===== src/rtl/id_ex_pipe_if.sv =====
// ID/EX pipeline register bus: decode-side inputs, forwarding taps,
// and the registered EX-side outputs.
interface id_ex_pipe_if #(
    parameter int DW = 32,
    parameter int AW = 5,
    parameter int CW = 16
);
    logic          flush;
    logic          hold;

    logic          ID_valid;
    logic [AW-1:0] ID_rs;
    logic [AW-1:0] ID_rt;
    logic [AW-1:0] ID_rd;
    logic [DW-1:0] ID_rs_data;
    logic [DW-1:0] ID_rt_data;
    logic [DW-1:0] ID_imm;
    logic [3:0]    ID_alu_op;
    logic          ID_alu_src;
    logic          ID_mem_read;
    logic          ID_mem_write;
    logic          ID_reg_write;

    logic          EXM_reg_write;
    logic [AW-1:0] EXM_rd;
    logic [DW-1:0] EXM_result;
    logic          MWB_reg_write;
    logic [AW-1:0] MWB_rd;
    logic [DW-1:0] MWB_data;

    logic          EX_valid;
    logic [DW-1:0] EX_op_a;
    logic [DW-1:0] EX_op_b;
    logic [DW-1:0] EX_store_data;
    logic [DW-1:0] EX_imm;
    logic [3:0]    EX_alu_op;
    logic          EX_alu_src;
    logic          EX_mem_read;
    logic          EX_mem_write;
    logic          EX_reg_write;
    logic [AW-1:0] EX_rd;
    logic          stall;
    logic [CW-1:0] stall_count;

    modport master (
        output flush, hold,
        output ID_valid, ID_rs, ID_rt, ID_rd,
        output ID_rs_data, ID_rt_data, ID_imm,
        output ID_alu_op, ID_alu_src,
        output ID_mem_read, ID_mem_write, ID_reg_write,
        output EXM_reg_write, EXM_rd, EXM_result,
        output MWB_reg_write, MWB_rd, MWB_data,
        input  EX_valid, EX_op_a, EX_op_b, EX_store_data,
        input  EX_imm, EX_alu_op, EX_alu_src,
        input  EX_mem_read, EX_mem_write, EX_reg_write, EX_rd,
        input  stall, stall_count
    );

    modport slave (
        input  flush, hold,
        input  ID_valid, ID_rs, ID_rt, ID_rd,
        input  ID_rs_data, ID_rt_data, ID_imm,
        input  ID_alu_op, ID_alu_src,
        input  ID_mem_read, ID_mem_write, ID_reg_write,
        input  EXM_reg_write, EXM_rd, EXM_result,
        input  MWB_reg_write, MWB_rd, MWB_data,
        output EX_valid, EX_op_a, EX_op_b, EX_store_data,
        output EX_imm, EX_alu_op, EX_alu_src,
        output EX_mem_read, EX_mem_write, EX_reg_write, EX_rd,
        output stall, stall_count
    );
endinterface


===== src/rtl/id_ex_pipe.sv =====
// ID/EX pipeline register with EX/MEM and MEM/WB operand forwarding
// and load-use bubble insertion.
module id_ex_pipe #(
    parameter int DW = 32,
    parameter int AW = 5,
    parameter int CW = 16
) (
    input  logic        clk,
    input  logic        rst,
    id_ex_pipe_if.slave bus
);

    typedef struct packed {
        logic          valid;
        logic [AW-1:0] rs;
        logic [AW-1:0] rt;
        logic [AW-1:0] rd;
        logic [DW-1:0] rs_data;
        logic [DW-1:0] rt_data;
        logic [DW-1:0] imm;
        logic [3:0]    alu_op;
        logic          alu_src;
        logic          mem_read;
        logic          mem_write;
        logic          reg_write;
    } id_ex_t;

    id_ex_t        ex_q;
    id_ex_t        cap;
    logic [CW-1:0] cnt_q;

    logic          lu;
    logic          rd_hit;
    logic          exm_a;
    logic          exm_b;
    logic          mwb_a;
    logic          mwb_b;
    logic [DW-1:0] fwd_a;
    logic [DW-1:0] fwd_b;

    // Side-effect controls are gated so an empty ID slot can never write.
    always_comb begin
        cap           = '0;
        cap.valid     = bus.ID_valid;
        cap.rs        = bus.ID_rs;
        cap.rt        = bus.ID_rt;
        cap.rd        = bus.ID_rd;
        cap.rs_data   = bus.ID_rs_data;
        cap.rt_data   = bus.ID_rt_data;
        cap.imm       = bus.ID_imm;
        cap.alu_op    = bus.ID_alu_op;
        cap.alu_src   = bus.ID_alu_src;
        cap.mem_read  = bus.ID_valid & bus.ID_mem_read;
        cap.mem_write = bus.ID_valid & bus.ID_mem_write;
        cap.reg_write = bus.ID_valid & bus.ID_reg_write;
    end

    always_comb begin
        rd_hit = (ex_q.rd == bus.ID_rs) | (ex_q.rd == bus.ID_rt);
        lu     = ex_q.valid & ex_q.mem_read & ex_q.reg_write
               & (ex_q.rd != '0) & bus.ID_valid & rd_hit;
    end

    assign bus.stall = lu & ~bus.flush & ~bus.hold;

    always_ff @(posedge clk) begin
        if (rst) begin
            ex_q  <= '0;
            cnt_q <= '0;
        end else if (bus.flush) begin
            ex_q <= '0;
        end else if (!bus.hold) begin
            if (lu) begin
                ex_q <= '0;
                if (cnt_q != {CW{1'b1}}) begin
                    cnt_q <= cnt_q + CW'(1);
                end
            end else begin
                ex_q <= cap;
            end
        end
    end

    always_comb begin
        exm_a = bus.EXM_reg_write & (bus.EXM_rd != '0)
              & (bus.EXM_rd == ex_q.rs);
        exm_b = bus.EXM_reg_write & (bus.EXM_rd != '0)
              & (bus.EXM_rd == ex_q.rt);
        mwb_a = bus.MWB_reg_write & (bus.MWB_rd != '0)
              & (bus.MWB_rd == ex_q.rs);
        mwb_b = bus.MWB_reg_write & (bus.MWB_rd != '0)
              & (bus.MWB_rd == ex_q.rt);
    end

    // $0 is hard-wired: a stale stored value must not leak through.
    always_comb begin
        fwd_a = ex_q.rs_data;
        if (ex_q.rs == '0) begin
            fwd_a = '0;
        end else if (exm_a) begin
            fwd_a = bus.EXM_result;
        end else if (mwb_a) begin
            fwd_a = bus.MWB_data;
        end
    end

    always_comb begin
        fwd_b = ex_q.rt_data;
        if (ex_q.rt == '0) begin
            fwd_b = '0;
        end else if (exm_b) begin
            fwd_b = bus.EXM_result;
        end else if (mwb_b) begin
            fwd_b = bus.MWB_data;
        end
    end

    assign bus.EX_valid      = ex_q.valid;
    assign bus.EX_op_a       = fwd_a;
    assign bus.EX_op_b       = ex_q.alu_src ? ex_q.imm : fwd_b;
    assign bus.EX_store_data = fwd_b;
    assign bus.EX_imm        = ex_q.imm;
    assign bus.EX_alu_op     = ex_q.alu_op;
    assign bus.EX_alu_src    = ex_q.alu_src;
    assign bus.EX_mem_read   = ex_q.mem_read;
    assign bus.EX_mem_write  = ex_q.mem_write;
    assign bus.EX_reg_write  = ex_q.reg_write;
    assign bus.EX_rd         = ex_q.rd;
    assign bus.stall_count   = cnt_q;

endmodule


===== src/flat_wrapper.sv =====
// flat-port wrapper written by rule: the top's interface ports become plain ports
module id_ex_pipe_flat 
#(
    parameter int DW = 32,
    parameter int AW = 5,
    parameter int CW = 16
)
  (clk, rst, bus_flush, bus_hold, bus_ID_valid, bus_ID_rs, bus_ID_rt, bus_ID_rd, bus_ID_rs_data, bus_ID_rt_data, bus_ID_imm, bus_ID_alu_op, bus_ID_alu_src, bus_ID_mem_read, bus_ID_mem_write, bus_ID_reg_write, bus_EXM_reg_write, bus_EXM_rd, bus_EXM_result, bus_MWB_reg_write, bus_MWB_rd, bus_MWB_data, bus_EX_valid, bus_EX_op_a, bus_EX_op_b, bus_EX_store_data, bus_EX_imm, bus_EX_alu_op, bus_EX_alu_src, bus_EX_mem_read, bus_EX_mem_write, bus_EX_reg_write, bus_EX_rd, bus_stall, bus_stall_count);
  id_ex_pipe_if #(.DW(DW), .AW(AW), .CW(CW)) bus_i ();
  input  logic clk;
  input  logic rst;
  input wire logic [$bits(bus_i.flush)-1:0] bus_flush;
  input wire logic [$bits(bus_i.hold)-1:0] bus_hold;
  input wire logic [$bits(bus_i.ID_valid)-1:0] bus_ID_valid;
  input wire logic [$bits(bus_i.ID_rs)-1:0] bus_ID_rs;
  input wire logic [$bits(bus_i.ID_rt)-1:0] bus_ID_rt;
  input wire logic [$bits(bus_i.ID_rd)-1:0] bus_ID_rd;
  input wire logic [$bits(bus_i.ID_rs_data)-1:0] bus_ID_rs_data;
  input wire logic [$bits(bus_i.ID_rt_data)-1:0] bus_ID_rt_data;
  input wire logic [$bits(bus_i.ID_imm)-1:0] bus_ID_imm;
  input wire logic [$bits(bus_i.ID_alu_op)-1:0] bus_ID_alu_op;
  input wire logic [$bits(bus_i.ID_alu_src)-1:0] bus_ID_alu_src;
  input wire logic [$bits(bus_i.ID_mem_read)-1:0] bus_ID_mem_read;
  input wire logic [$bits(bus_i.ID_mem_write)-1:0] bus_ID_mem_write;
  input wire logic [$bits(bus_i.ID_reg_write)-1:0] bus_ID_reg_write;
  input wire logic [$bits(bus_i.EXM_reg_write)-1:0] bus_EXM_reg_write;
  input wire logic [$bits(bus_i.EXM_rd)-1:0] bus_EXM_rd;
  input wire logic [$bits(bus_i.EXM_result)-1:0] bus_EXM_result;
  input wire logic [$bits(bus_i.MWB_reg_write)-1:0] bus_MWB_reg_write;
  input wire logic [$bits(bus_i.MWB_rd)-1:0] bus_MWB_rd;
  input wire logic [$bits(bus_i.MWB_data)-1:0] bus_MWB_data;
  output wire logic [$bits(bus_i.EX_valid)-1:0] bus_EX_valid;
  output wire logic [$bits(bus_i.EX_op_a)-1:0] bus_EX_op_a;
  output wire logic [$bits(bus_i.EX_op_b)-1:0] bus_EX_op_b;
  output wire logic [$bits(bus_i.EX_store_data)-1:0] bus_EX_store_data;
  output wire logic [$bits(bus_i.EX_imm)-1:0] bus_EX_imm;
  output wire logic [$bits(bus_i.EX_alu_op)-1:0] bus_EX_alu_op;
  output wire logic [$bits(bus_i.EX_alu_src)-1:0] bus_EX_alu_src;
  output wire logic [$bits(bus_i.EX_mem_read)-1:0] bus_EX_mem_read;
  output wire logic [$bits(bus_i.EX_mem_write)-1:0] bus_EX_mem_write;
  output wire logic [$bits(bus_i.EX_reg_write)-1:0] bus_EX_reg_write;
  output wire logic [$bits(bus_i.EX_rd)-1:0] bus_EX_rd;
  output wire logic [$bits(bus_i.stall)-1:0] bus_stall;
  output wire logic [$bits(bus_i.stall_count)-1:0] bus_stall_count;
  assign bus_i.flush = bus_flush;
  assign bus_i.hold = bus_hold;
  assign bus_i.ID_valid = bus_ID_valid;
  assign bus_i.ID_rs = bus_ID_rs;
  assign bus_i.ID_rt = bus_ID_rt;
  assign bus_i.ID_rd = bus_ID_rd;
  assign bus_i.ID_rs_data = bus_ID_rs_data;
  assign bus_i.ID_rt_data = bus_ID_rt_data;
  assign bus_i.ID_imm = bus_ID_imm;
  assign bus_i.ID_alu_op = bus_ID_alu_op;
  assign bus_i.ID_alu_src = bus_ID_alu_src;
  assign bus_i.ID_mem_read = bus_ID_mem_read;
  assign bus_i.ID_mem_write = bus_ID_mem_write;
  assign bus_i.ID_reg_write = bus_ID_reg_write;
  assign bus_i.EXM_reg_write = bus_EXM_reg_write;
  assign bus_i.EXM_rd = bus_EXM_rd;
  assign bus_i.EXM_result = bus_EXM_result;
  assign bus_i.MWB_reg_write = bus_MWB_reg_write;
  assign bus_i.MWB_rd = bus_MWB_rd;
  assign bus_i.MWB_data = bus_MWB_data;
  assign bus_EX_valid = bus_i.EX_valid;
  assign bus_EX_op_a = bus_i.EX_op_a;
  assign bus_EX_op_b = bus_i.EX_op_b;
  assign bus_EX_store_data = bus_i.EX_store_data;
  assign bus_EX_imm = bus_i.EX_imm;
  assign bus_EX_alu_op = bus_i.EX_alu_op;
  assign bus_EX_alu_src = bus_i.EX_alu_src;
  assign bus_EX_mem_read = bus_i.EX_mem_read;
  assign bus_EX_mem_write = bus_i.EX_mem_write;
  assign bus_EX_reg_write = bus_i.EX_reg_write;
  assign bus_EX_rd = bus_i.EX_rd;
  assign bus_stall = bus_i.stall;
  assign bus_stall_count = bus_i.stall_count;
  id_ex_pipe #(.DW(DW), .AW(AW), .CW(CW)) u_core (.clk(clk), .rst(rst), .bus(bus_i));
endmodule

===== config.mk =====
export PLATFORM = sky130hd
export DESIGN_NAME = id_ex_pipe_flat
export DESIGN_NICKNAME = d
export VERILOG_FILES = /design/src/rtl/id_ex_pipe_if.sv /design/src/rtl/id_ex_pipe.sv /design/src/flat_wrapper.sv
export SDC_FILE = /design/constraint.sdc
export NUM_CORES = 1
export LEC_CHECK = 0
export BUFFER_PORTS_ARGS = -buffer_cell sky130_fd_sc_hd__buf_2
export CORE_AREA = 2 2 141 143
export CTS_CLUSTER_SIZE = 8
export DETAILED_ROUTE_END_ITERATION = 16
export DIE_AREA = 0 0 143 145
export PLACE_DENSITY = 0.69
export REMOVE_ABC_BUFFERS = 1
export SYNTH_ARGS = -nofsm -noshare
export SYNTH_HDL_FRONTEND = slang
export SYNTH_SLANG_ARGS = --single-unit
export TNS_END_PERCENT = 100

===== constraint.sdc =====
create_clock -name clk -period 5.3 [get_ports clk]
set_input_delay 1.59 -clock clk [delete_from_list [all_inputs] [get_ports clk]]
set_output_delay 1.59 -clock clk [all_outputs]
set_load 0.05 [all_outputs]

==> impl_metrics.csv, run 1 <==
group,metric,value,unit
status,run_status,"finished, final reports clean",
die,core,19200,µm²
cells_and_area,fin_cells,1428,
hold_path,hp-start,"u_core.bus.EX_alu_op[1]$_SDFFE_PP0N_",
routing,wirelength,29400,µm
timing,setup_violations,0,
clock_network,clk_latency,430,ps
power_and_ir_drop,switching_share,29.3,%
power_and_ir_drop,power_frac_seq,37.8,%
timing,fmax,191,MHz
clock_network,cts.sinks,136,
global_routing,use_met2,46.1,%
power_and_ir_drop,clkPwrFrac,45.2,%
critical_path,critPathMaxStageDelay,550,ps
global_routing,overflow,0,
global_routing,busiest_layer,"met2",
critical_path,cp_common_cell,"buf_4",
hold_path,worst_hold_path_type,"reg -> reg",
timing,maxSlewHeadroom,37.6,%
critical_path,startpoint_type,"input pin",
power_and_ir_drop,finalPower,2.85,mW
timing,final.setup_skew,11.6,ps
clock_network,root_buffer,"clkbuf_16",
timing,hold_viol,0,
critical_path,worstPathRequired,3710,ps
placement,place_inst,1374,
synth,synth-seq-cells,136,
power_and_ir_drop,p_sw,0.834,mW
power_and_ir_drop,irDropWorstVdd,0.185,mV
job,maxCapViolCount,0,
die,io_pins,359,
cells_and_area,drive_gt1_share,42.1,%
synth,yosysUniqueCellTypes,45,
synth,syn_area_per_cell,8.76,µm²
placement,pre_cts_slack,-36.0,ps
cells_and_area,fill_cells,1830,
timing,fin_hold_ws,473,ps
synth,netlist_instances,844,
placement,globalplace.congestion,0.906,
synth,synth_commonest_cells,"136 x dfxtp_1, 117 x a22o_1, 98 x nand2_1",
power_and_ir_drop,p_comb_share,17.0,%
placement,dpl.hpwl,20700,µm
die,rows,51,
critical_path,r2r_start,"u_core.bus.EX_valid$_SDFFE_PP0N_",
cells_and_area,fin_area,10100,µm²
die,die_h,145,µm
timing,setup_tns,0,ps
timing,worst_slack,69.9,ps
critical_path,crit_type,"in -> out",
synth,yosysTopAreaCell,"dfxtp_1",
placement,port_buffers,358,
cells_and_area,nNetsFinal,1340,
critical_path,cp_slowest_cell,"or4_4",
critical_path,critPathLaunch,"bus_EXM_rd[0]",
critical_path,crit_chain,"buf_2 > or4_4 > o211ai_1 > buf_4 > nor2_4 > buf_4 > buf_12 > a221oi_2 > nor3_1 > buf_4 > buf_12",
routing,vias,8054,
global_routing,grt_usage,27.3,%
synth,synth.area.top_cells,"dfxtp_1 37%, a22o_1 14%, a221oi_2 6.1%",
die,dieArea,20700,µm²
critical_path,arrival,3640,ps
timing,max_slew.worst_pin.slew,933,ps
global_routing,grt_util_met1,31.7,%
timing,post-route-period-util,98.7,%
cells_and_area,syn_to_final_growth,36.3,%
global_routing,grt_pass1_wl,44400,µm
synth,synth.most_common_cell,"dfxtp_1",
global_routing,grt_pass1_vias,7757,
routing,drc_errors,0,
die,dieWidth,143,µm
clock_network,postCtsHoldBufs,0,
synth,ys.flop_type,"dfxtp_1",
die,start_util,38.5,%
critical_path,cp-end-kind,"primary output",
timing,drv_slew,0,
power_and_ir_drop,p_int,2.01,mW
timing,period_minus_slack,5230,ps
synth,synth_top_area_share,36.8,%
cells_and_area,utilization,52.5,%
routing,antenna_left,0,
synth,async_flop_share,0,%
clock_network,numCtsBuffers,17,
power_and_ir_drop,p_leak,4.51,nW
critical_path,crit_fanout,13,
timing,rsz0062_at_grt,"yes",
clock_network,clockBufferDepth,2,
power_and_ir_drop,power_density,282,nW/µm²
placement,dpl_cell_area,9190,µm²
routing,drt_iter0_markers,600,
clock_network,clk_pin_slew_worst_paths,60,ps
synth,syn_area,7390,µm²
global_routing,antenna_found_initial,14,
clock_network,htree_levels,4,
synth,synth_sequential_area_ratio,36.8,%
routing,viasPerCell,5.64,
clock_network,cts_tree,"done",
routing,avgRoutedWirePerCell,20.6,µm
routing,drt_pass1_iterations,7,
global_routing,grt_use_met3,8.38,%
synth,synth_edf_count,0,
synth,yosys_warnings,0,
global_routing,grt_max_degree,74,
## worst paths after layout
kind / end / slack, ps / cells after the start
worst max-delay path: bus_EX_store_data[11] / 70 / 11
worst min-delay path: u_core.bus.EX_alu_op[1]$_SDFFE_PP0N_ / 470 / 1
worst min register to register: u_core.bus.EX_alu_op[1]$_SDFFE_PP0N_ / 470 / 1
worst max register to register: u_core.bus.stall_count[7]$_SDFFE_PP0P_ / 2850 / 5
## power by group through the flow
stage / clock [mW] / combinational, mW / sequential (mW)
after floorplan: 0 / 0.228 / 1.13
after global routing: 1.34 / 0.515 / 1.08
after detailed placement: 0 / 0.470 / 1.10
final: 1.29 / 0.484 / 1.08
after CTS: 1.30 / 0.472 / 1.08
after global placement: 0 / 0.467 / 1.10
## layout by cell type, fill, tap and decap left out, types with 29 or more instances in the layout
| cell type | n |
|---|---|
| a31oi_1 | 31 |
| buf_2 | 336 |
| dfxtp_1 | 136 |
| nor2_1 | 41 |
| a22o_1 | 117 |
| o31ai_1 | 37 |
| a221oi_2 | 29 |
| nor3_1 | 36 |
| o21ai_0 | 35 |
| and3_1 | 34 |
| nand2_1 | 98 |
| buf_4 | 49 |
## sequential cells by signal, summed over array words and instances, names as in the netlist
register and count:
u_core.bus.EX_imm 32, u_core.bus.stall_count 16, u_core.bus.EX_alu_src 1, u_core.bus.EX_mem_read 1, u_core.bus.EX_mem_write 1, u_core.bus.EX_alu_op 4
u_core.ex_q 74, u_core.bus.EX_valid 1, u_core.bus.EX_rd 5, u_core.bus.EX_reg_write 1
## cells by family (layout without fill, tap and decap cells)
family	count (synthesis)	count (layout)	share of synthesized area (%)
xor gates and xnor gates	30	30	3.55
other	0	12	0
buffers and inverters	126	433	9.85
adders and majority gates	1	1	0.169
muxes	2	2	0.288
DFF	136	136	36.8
AOI/OAI and AO/OA	284	284	32.1
and+or+nand+nor	265	265	17.3
## metal layers
metal	wire length, µm	part of all wire [%]	vias up
li1	-	-	3763
met1	11300	38	3780
met2	14600	50	441
met3	2630	8.9	64
met4	799	2.7	6
met5	37	0.13	-
## timing repair
action / in CTS / in global routing
pin swaps: 0 / 3
gates cloned: 0 / 0
gates resized for setup: 2 / 52
endpoints found under the setup margin: 3 / 43
setup buffers: 0 / 11
## critical path, delay by kind of cell
| kind | cells | cell delay, ps |
|---|---|---|
| AO/OA/AOI/OAI | 2 | 450 |
| buffers and inverters | 6 | 920 |
| AND/OR/NAND/NOR | 3 | 690 |
## layout make-up
class,instances,area (µm²),area share [%]
clock inverters,14,200,1.99
flip-flops and latches,136,2720,27.0
well taps,265,332,3.29
inverters,3,11.3,0.112
diodes,12,30.0,0.298
multi-input cells,582,4060,40.3
clock buffers,17,425,4.22
repair buffers,399,2300,22.8
(Power assumes the default switching activity.)
==> run 2: changes to the inputs <==
--- a/config.mk
+++ b/config.mk
@@ -11,6 +11,7 @@
 export DETAILED_ROUTE_END_ITERATION = 16
 export DIE_AREA = 0 0 143 145
 export PLACE_DENSITY = 0.69
+export RECOVER_POWER = 50
 export REMOVE_ABC_BUFFERS = 1
 export SYNTH_ARGS = -nofsm -noshare
 export SYNTH_HDL_FRONTEND = slang
==> impl_metrics.csv, run 2 (synthesized netlist as in run 1, its figures left out) <==
group,metric,value,unit
routing,drt_iter0_markers,528,
routing,wirelength,29400,µm
timing,fmax,191,MHz
critical_path,arrival,3640,ps
status,violations,"max-capacitance violations, max-slew violations",
timing,final.setup_skew,12.3,ps
die,dieArea,20700,µm²
hold_path,worst_hold_path_type,"reg -> reg",
critical_path,crit_type,"in -> out",
power_and_ir_drop,finalPower,2.84,mW
cells_and_area,final_cell_mix,"274 x buf_2, 136 x dfxtp_1, 117 x a22o_1",
routing,dr.max_layer_used,"met5",
hold_path,hold-path-cell-count,1,
clock_network,htree_levels,4,
clock_network,cts_tree,"done",
routing,avgRoutedWirePerCell,20.6,µm
timing,max_slew.worst_pin.slew,1660,ps
cells_and_area,fin_area,9970,µm²
critical_path,worst-path-buf-inv,6,
global_routing,grt_pass1_wl,44400,µm
clock_network,root_buffer,"clkbuf_16",
timing,drv_slew,73,
placement,pre_cts_slack,-36.0,ps
critical_path,cp-end-kind,"primary output",
critical_path,crit_fanout,13,
cells_and_area,layout_commonest_cell,"buf_2",
die,dieWidth,143,µm
die,core,19200,µm²
timing,period_minus_slack,5230,ps
clock_network,clk_pin_slew_worst_paths,60,ps
global_routing,grt_pass1_vias,7757,
global_routing,grt_usage,27.3,%
critical_path,cp.depth,11,
cells_and_area,fill_cells,1874,
cells_and_area,regMostFlops,"u_core.ex_q",
routing,dr_wl_met2,14700,µm
die,io_pins,359,
critical_path,critPathMaxStageDelay,550,ps
routing,drc_errors,0,
global_routing,grt_max_degree,74,
status,run_status,"finished, violations left",
critical_path,cp_common_cell,"buf_4",
placement,port_buffers,358,
timing,setup_tns,0,ps
global_routing,overflow,0,
power_and_ir_drop,p_leak,4.24,nW
routing,wl_met1,11200,µm
die,start_util,38.5,%
routing,antenna_left,0,
cells_and_area,multi_input_area,4060,µm²
timing,hold_viol,0,
clock_network,cts.sinks,136,
cells_and_area,syn_to_final_growth,34.8,%
timing,worst_slack,72.5,ps
critical_path,worstPathRequired,3710,ps
placement,globalplace.congestion,0.906,
timing,rsz0062_at_grt,"yes",
critical_path,regToRegSetupSlack,1480,ps
cells_and_area,largest_reg_flops,74,
critical_path,reg2reg_depth,7,
clock_network,numCtsBuffers,17,
job,maxCapViolCount,1,
routing,drt_pass1_iterations,5,
clock_network,postCtsHoldBufs,0,
critical_path,startpoint_type,"input pin",
cells_and_area,final-seq-area,2720,µm²
global_routing,antenna_found_initial,14,
timing,maxSlewHeadroom,-11.0,%
critical_path,crit_chain,"buf_2 > or4_4 > o211ai_1 > buf_4 > nor2_4 > buf_4 > buf_12 > a221oi_2 > nor3_1 > buf_4 > buf_12",
timing,setup_violations,0,
timing,fin_hold_ws,475,ps
power_and_ir_drop,irDropWorstVdd,0.187,mV
clock_network,clk_latency,430,ps
power_and_ir_drop,power_density,285,nW/µm²
die,rows,51,
placement,dpl.hpwl,20700,µm
clock_network,clockBufferDepth,2,
routing,viasPerCell,5.67,
timing,post-route-period-util,98.6,%
routing,vias,8092,
cells_and_area,drive_gt1_share,36.7,%
cells_and_area,nNetsFinal,1340,
routing,wl_met3,2650,µm
placement,dpl_cell_area,9190,µm²
critical_path,cp_top_family,"buffers and inverters",
critical_path,cp_slowest_cell,"or4_4",
die,die_h,145,µm
run 2: report_power, final:
group	total, mW	switching, mW	internal, mW
sequential	1.08	0.0251	1.05
combinational	0.479	0.313	0.165
clock	1.29	0.496	0.790
total	2.84	0.835	2.01
run 2: per-stage QoR:
step           instances  utilization (%)
2_1_floorplan        721                -
3_3_place_gp        1374             47.8
3_5_place_dp        1374             47.8
4_1_cts             1405             51.1
5_1_grt             1427             51.9
6_report            1428             51.9
run 2: layout make-up:
class	instances	share of cell area (%)
Antenna cell	12	0.301
Timing Repair Buffer	399	21.9
Inverter	3	0.113
Tap cell	265	3.33
Multi-Input combinational cell	582	40.7
Clock buffer	17	4.27
Sequential cell	136	27.3
Clock inverter	14	2.01
run 2: final timing paths:
check / end / startpoint
max: bus_EX_store_data[11] / bus_EXM_rd[0]
min: u_core.bus.EX_alu_op[3]$_SDFFE_PP0N_ / u_core.bus.EX_alu_op[3]$_SDFFE_PP0N_
max reg2reg: u_core.ex_q[73]$_SDFFE_PP0N_ / u_core.bus.EX_rd[4]$_SDFFE_PP0N_
min reg2reg: u_core.bus.EX_alu_op[3]$_SDFFE_PP0N_ / u_core.bus.EX_alu_op[3]$_SDFFE_PP0N_
run 2: repair_timing:
action | 4_1_cts | 5_1_grt
endpoints found under the setup margin | 3 | 43
pin swaps | 0 | 3
resized for setup | 2 | 52
buffers inserted | 0 | 11
run 2: routing by layer:
layer	track usage, %	vias to the layer above
met5	0	-
met3	8.38	59
li1	-	3767
met4	11.5	6
met2	46.1	432
met1	31.7	3828
==> run 3: changes to the inputs <==
--- a/config.mk
+++ b/config.mk
@@ -10,9 +10,12 @@
 export CTS_CLUSTER_SIZE = 8
 export DETAILED_ROUTE_END_ITERATION = 16
 export DIE_AREA = 0 0 143 145
+export GPL_ROUTABILITY_DRIVEN = 0
+export GPL_TIMING_DRIVEN = 1
 export PLACE_DENSITY = 0.69
 export RECOVER_POWER = 50
 export REMOVE_ABC_BUFFERS = 1
+export SETUP_SLACK_MARGIN = 0.4
 export SYNTH_ARGS = -nofsm -noshare
 export SYNTH_HDL_FRONTEND = slang
 export SYNTH_SLANG_ARGS = --single-unit
==> impl_metrics.csv, run 3 (synthesized netlist as in run 1, its figures left out) <==
group,metric,value,unit
power_and_ir_drop,switching_share,29.9,%
timing,drv_slew,73,
power_and_ir_drop,clkPwrFrac,44.0,%
cells_and_area,largest_reg_flops,74,
power_and_ir_drop,p_int,2.05,mW
cells_and_area,drive_gt1_share,43.1,%
timing,max_slew.worst_pin.slew,1660,ps
routing,drt_pass1_iterations,5,
critical_path,arrival,3570,ps
global_routing,grt_max_degree,74,
power_and_ir_drop,power_frac_seq,36.8,%
critical_path,crit_fanout,6,
die,die_h,145,µm
clock_network,cts.sinks,136,
cells_and_area,utilization,59.4,%
power_and_ir_drop,irDropWorstVdd,0.185,mV
timing,rsz0062_at_grt,"yes",
clock_network,clk_latency,430,ps
timing,final.setup_skew,10.6,ps
power_and_ir_drop,p_leak,4.68,nW
critical_path,crit_type,"in -> out",
timing,maxSlewHeadroom,-10.9,%
critical_path,cp-end-kind,"primary output",
critical_path,startpoint_type,"input pin",
die,core,19200,µm²
routing,vias,8591,
critical_path,worstPathRequired,3710,ps
routing,antenna_left,0,
timing,fmax,194,MHz
status,violations,"max-capacitance violations, max-slew violations",
clock_network,numCtsBuffers,17,
cells_and_area,final_cell_mix,"197 x buf_2, 136 x dfxtp_1, 117 x a22o_1",
power_and_ir_drop,power_density,257,nW/µm²
routing,viasPerCell,5.87,
global_routing,grt_usage,29.7,%
cells_and_area,syn_to_final_growth,54.2,%
placement,port_buffers,358,
global_routing,overflow,0,
clock_network,postCtsHoldBufs,0,
die,dieArea,20700,µm²
cells_and_area,layout_commonest_cell,"buf_2",
timing,post-route-period-util,97.4,%
critical_path,reg2reg_depth,7,
clock_network,clk_pin_slew_worst_paths,60,ps
die,rows,51,
clock_network,clockBufferDepth,2,
routing,drc_errors,0,
global_routing,grt_pass1_vias,8210,
cells_and_area,fin_area,11400,µm²
routing,avgRoutedWirePerCell,22.6,µm
hold_path,hold-path-cell-count,1,
cells_and_area,regMostFlops,"u_core.ex_q",
hold_path,worst_hold_path_type,"reg -> reg",
clock_network,htree_levels,4,
routing,drt_iter0_markers,649,
job,maxCapViolCount,1,
timing,fin_hold_ws,475,ps
clock_network,cts_tree,"done",
timing,period_minus_slack,5160,ps
status,run_status,"finished, violations left",
clock_network,root_buffer,"clkbuf_16",
power_and_ir_drop,p_comb_share,19.1,%
global_routing,antenna_found_initial,13,
routing,wirelength,33200,µm
placement,dpl_cell_area,9190,µm²
power_and_ir_drop,finalPower,2.93,mW
placement,dpl.hpwl,20700,µm
cells_and_area,nNetsFinal,1376,
die,start_util,38.5,%
power_and_ir_drop,p_sw,0.878,mW
global_routing,grt_pass1_wl,47700,µm
die,io_pins,359,
timing,setup_violations,0,
timing,hold_viol,0,
die,dieWidth,143,µm
[run 3: changes by cell type in the layout (fill, tap and decap cells not counted), moves of 9 or more]
cell / previous run / this run
a221oi_2: 29 / 14
a221oi_4: 3 / 18
a31oi_1: 31 / 22
buf_2: 274 / 197
buf_4: 48 / 90
buf_6: 1 / 52
nand2_1: 98 / 84
nand2_2: 0 / 13
nor3_1: 36 / 20
nor3_2: 0 / 16
o21ai_0: 35 / 13
o21ai_1: 0 / 16
[run 3: stage by stage]
stage	instances	setup TNS (ps)	worst slack, ps
floorplan	721	-510220	-3380
global route	1463	0	64.1
detailed placement	1374	-77.2	-36.0
global placement	1374	-50.4	-50.4
finish	1464	0	138
CTS	1435	0	169
[run 3: final timing paths]
path / start / end / slack [ps]
min reg2reg: u_core.bus.EX_alu_op[3]$_SDFFE_PP0N_ / u_core.bus.EX_alu_op[3]$_SDFFE_PP0N_ / 470
min: u_core.bus.EX_alu_op[3]$_SDFFE_PP0N_ / u_core.bus.EX_alu_op[3]$_SDFFE_PP0N_ / 470
max: bus_MWB_rd[0] / bus_EX_op_b[31] / 140
max reg2reg: u_core.bus.EX_rd[4]$_SDFFE_PP0N_ / u_core.ex_q[56]$_SDFFE_PP0N_ / 1470
[run 3: area by class of cell]
cell class / count / area, µm²
repair buffers: 432 / 3120
clock inverters: 14 / 200
clock buffers: 17 / 425
well taps: 265 / 332
inverters: 3 / 11.3
flip-flops and latches: 136 / 2720
fillers: 1666 / 7800
diodes: 12 / 30.0
multi-input cells: 585 / 4560
[run 3: power by group through the flow]
stage	clock network, mW	registers, mW	logic [mW]
2_1_floorplan	0	1.13	0.228
3_3_place_gp	0	1.10	0.467
3_5_place_dp	0	1.10	0.470
4_1_cts	1.30	1.08	0.523
5_1_grt	1.35	1.08	0.590
6_report	1.29	1.08	0.561
[run 3: what timing repair did]
action,CTS,global route
setup buffers,21,9
gates resized for setup,183,99
pin swaps,54,33
endpoints found under the hold margin,0,0
gates cloned,9,8
endpoints found under the setup margin,96,96
[run 3: critical path: stages]
cell and delay (ps):
buf_8 100, or4_4 530, or2_4 260, nand4_1 90, buf_6 180, buf_12 170
a221oi_4 80, o31ai_2 350, buf_6 210
[run 3: metal layers]
metal,GRT usage (%),wire (µm),vias to the layer above
met5,0,24,-
met4,15.1,1370,4
met3,9.37,2980,117
met2,49.7,16400,540
met1,33.5,12400,4071
li1,-,-,3859
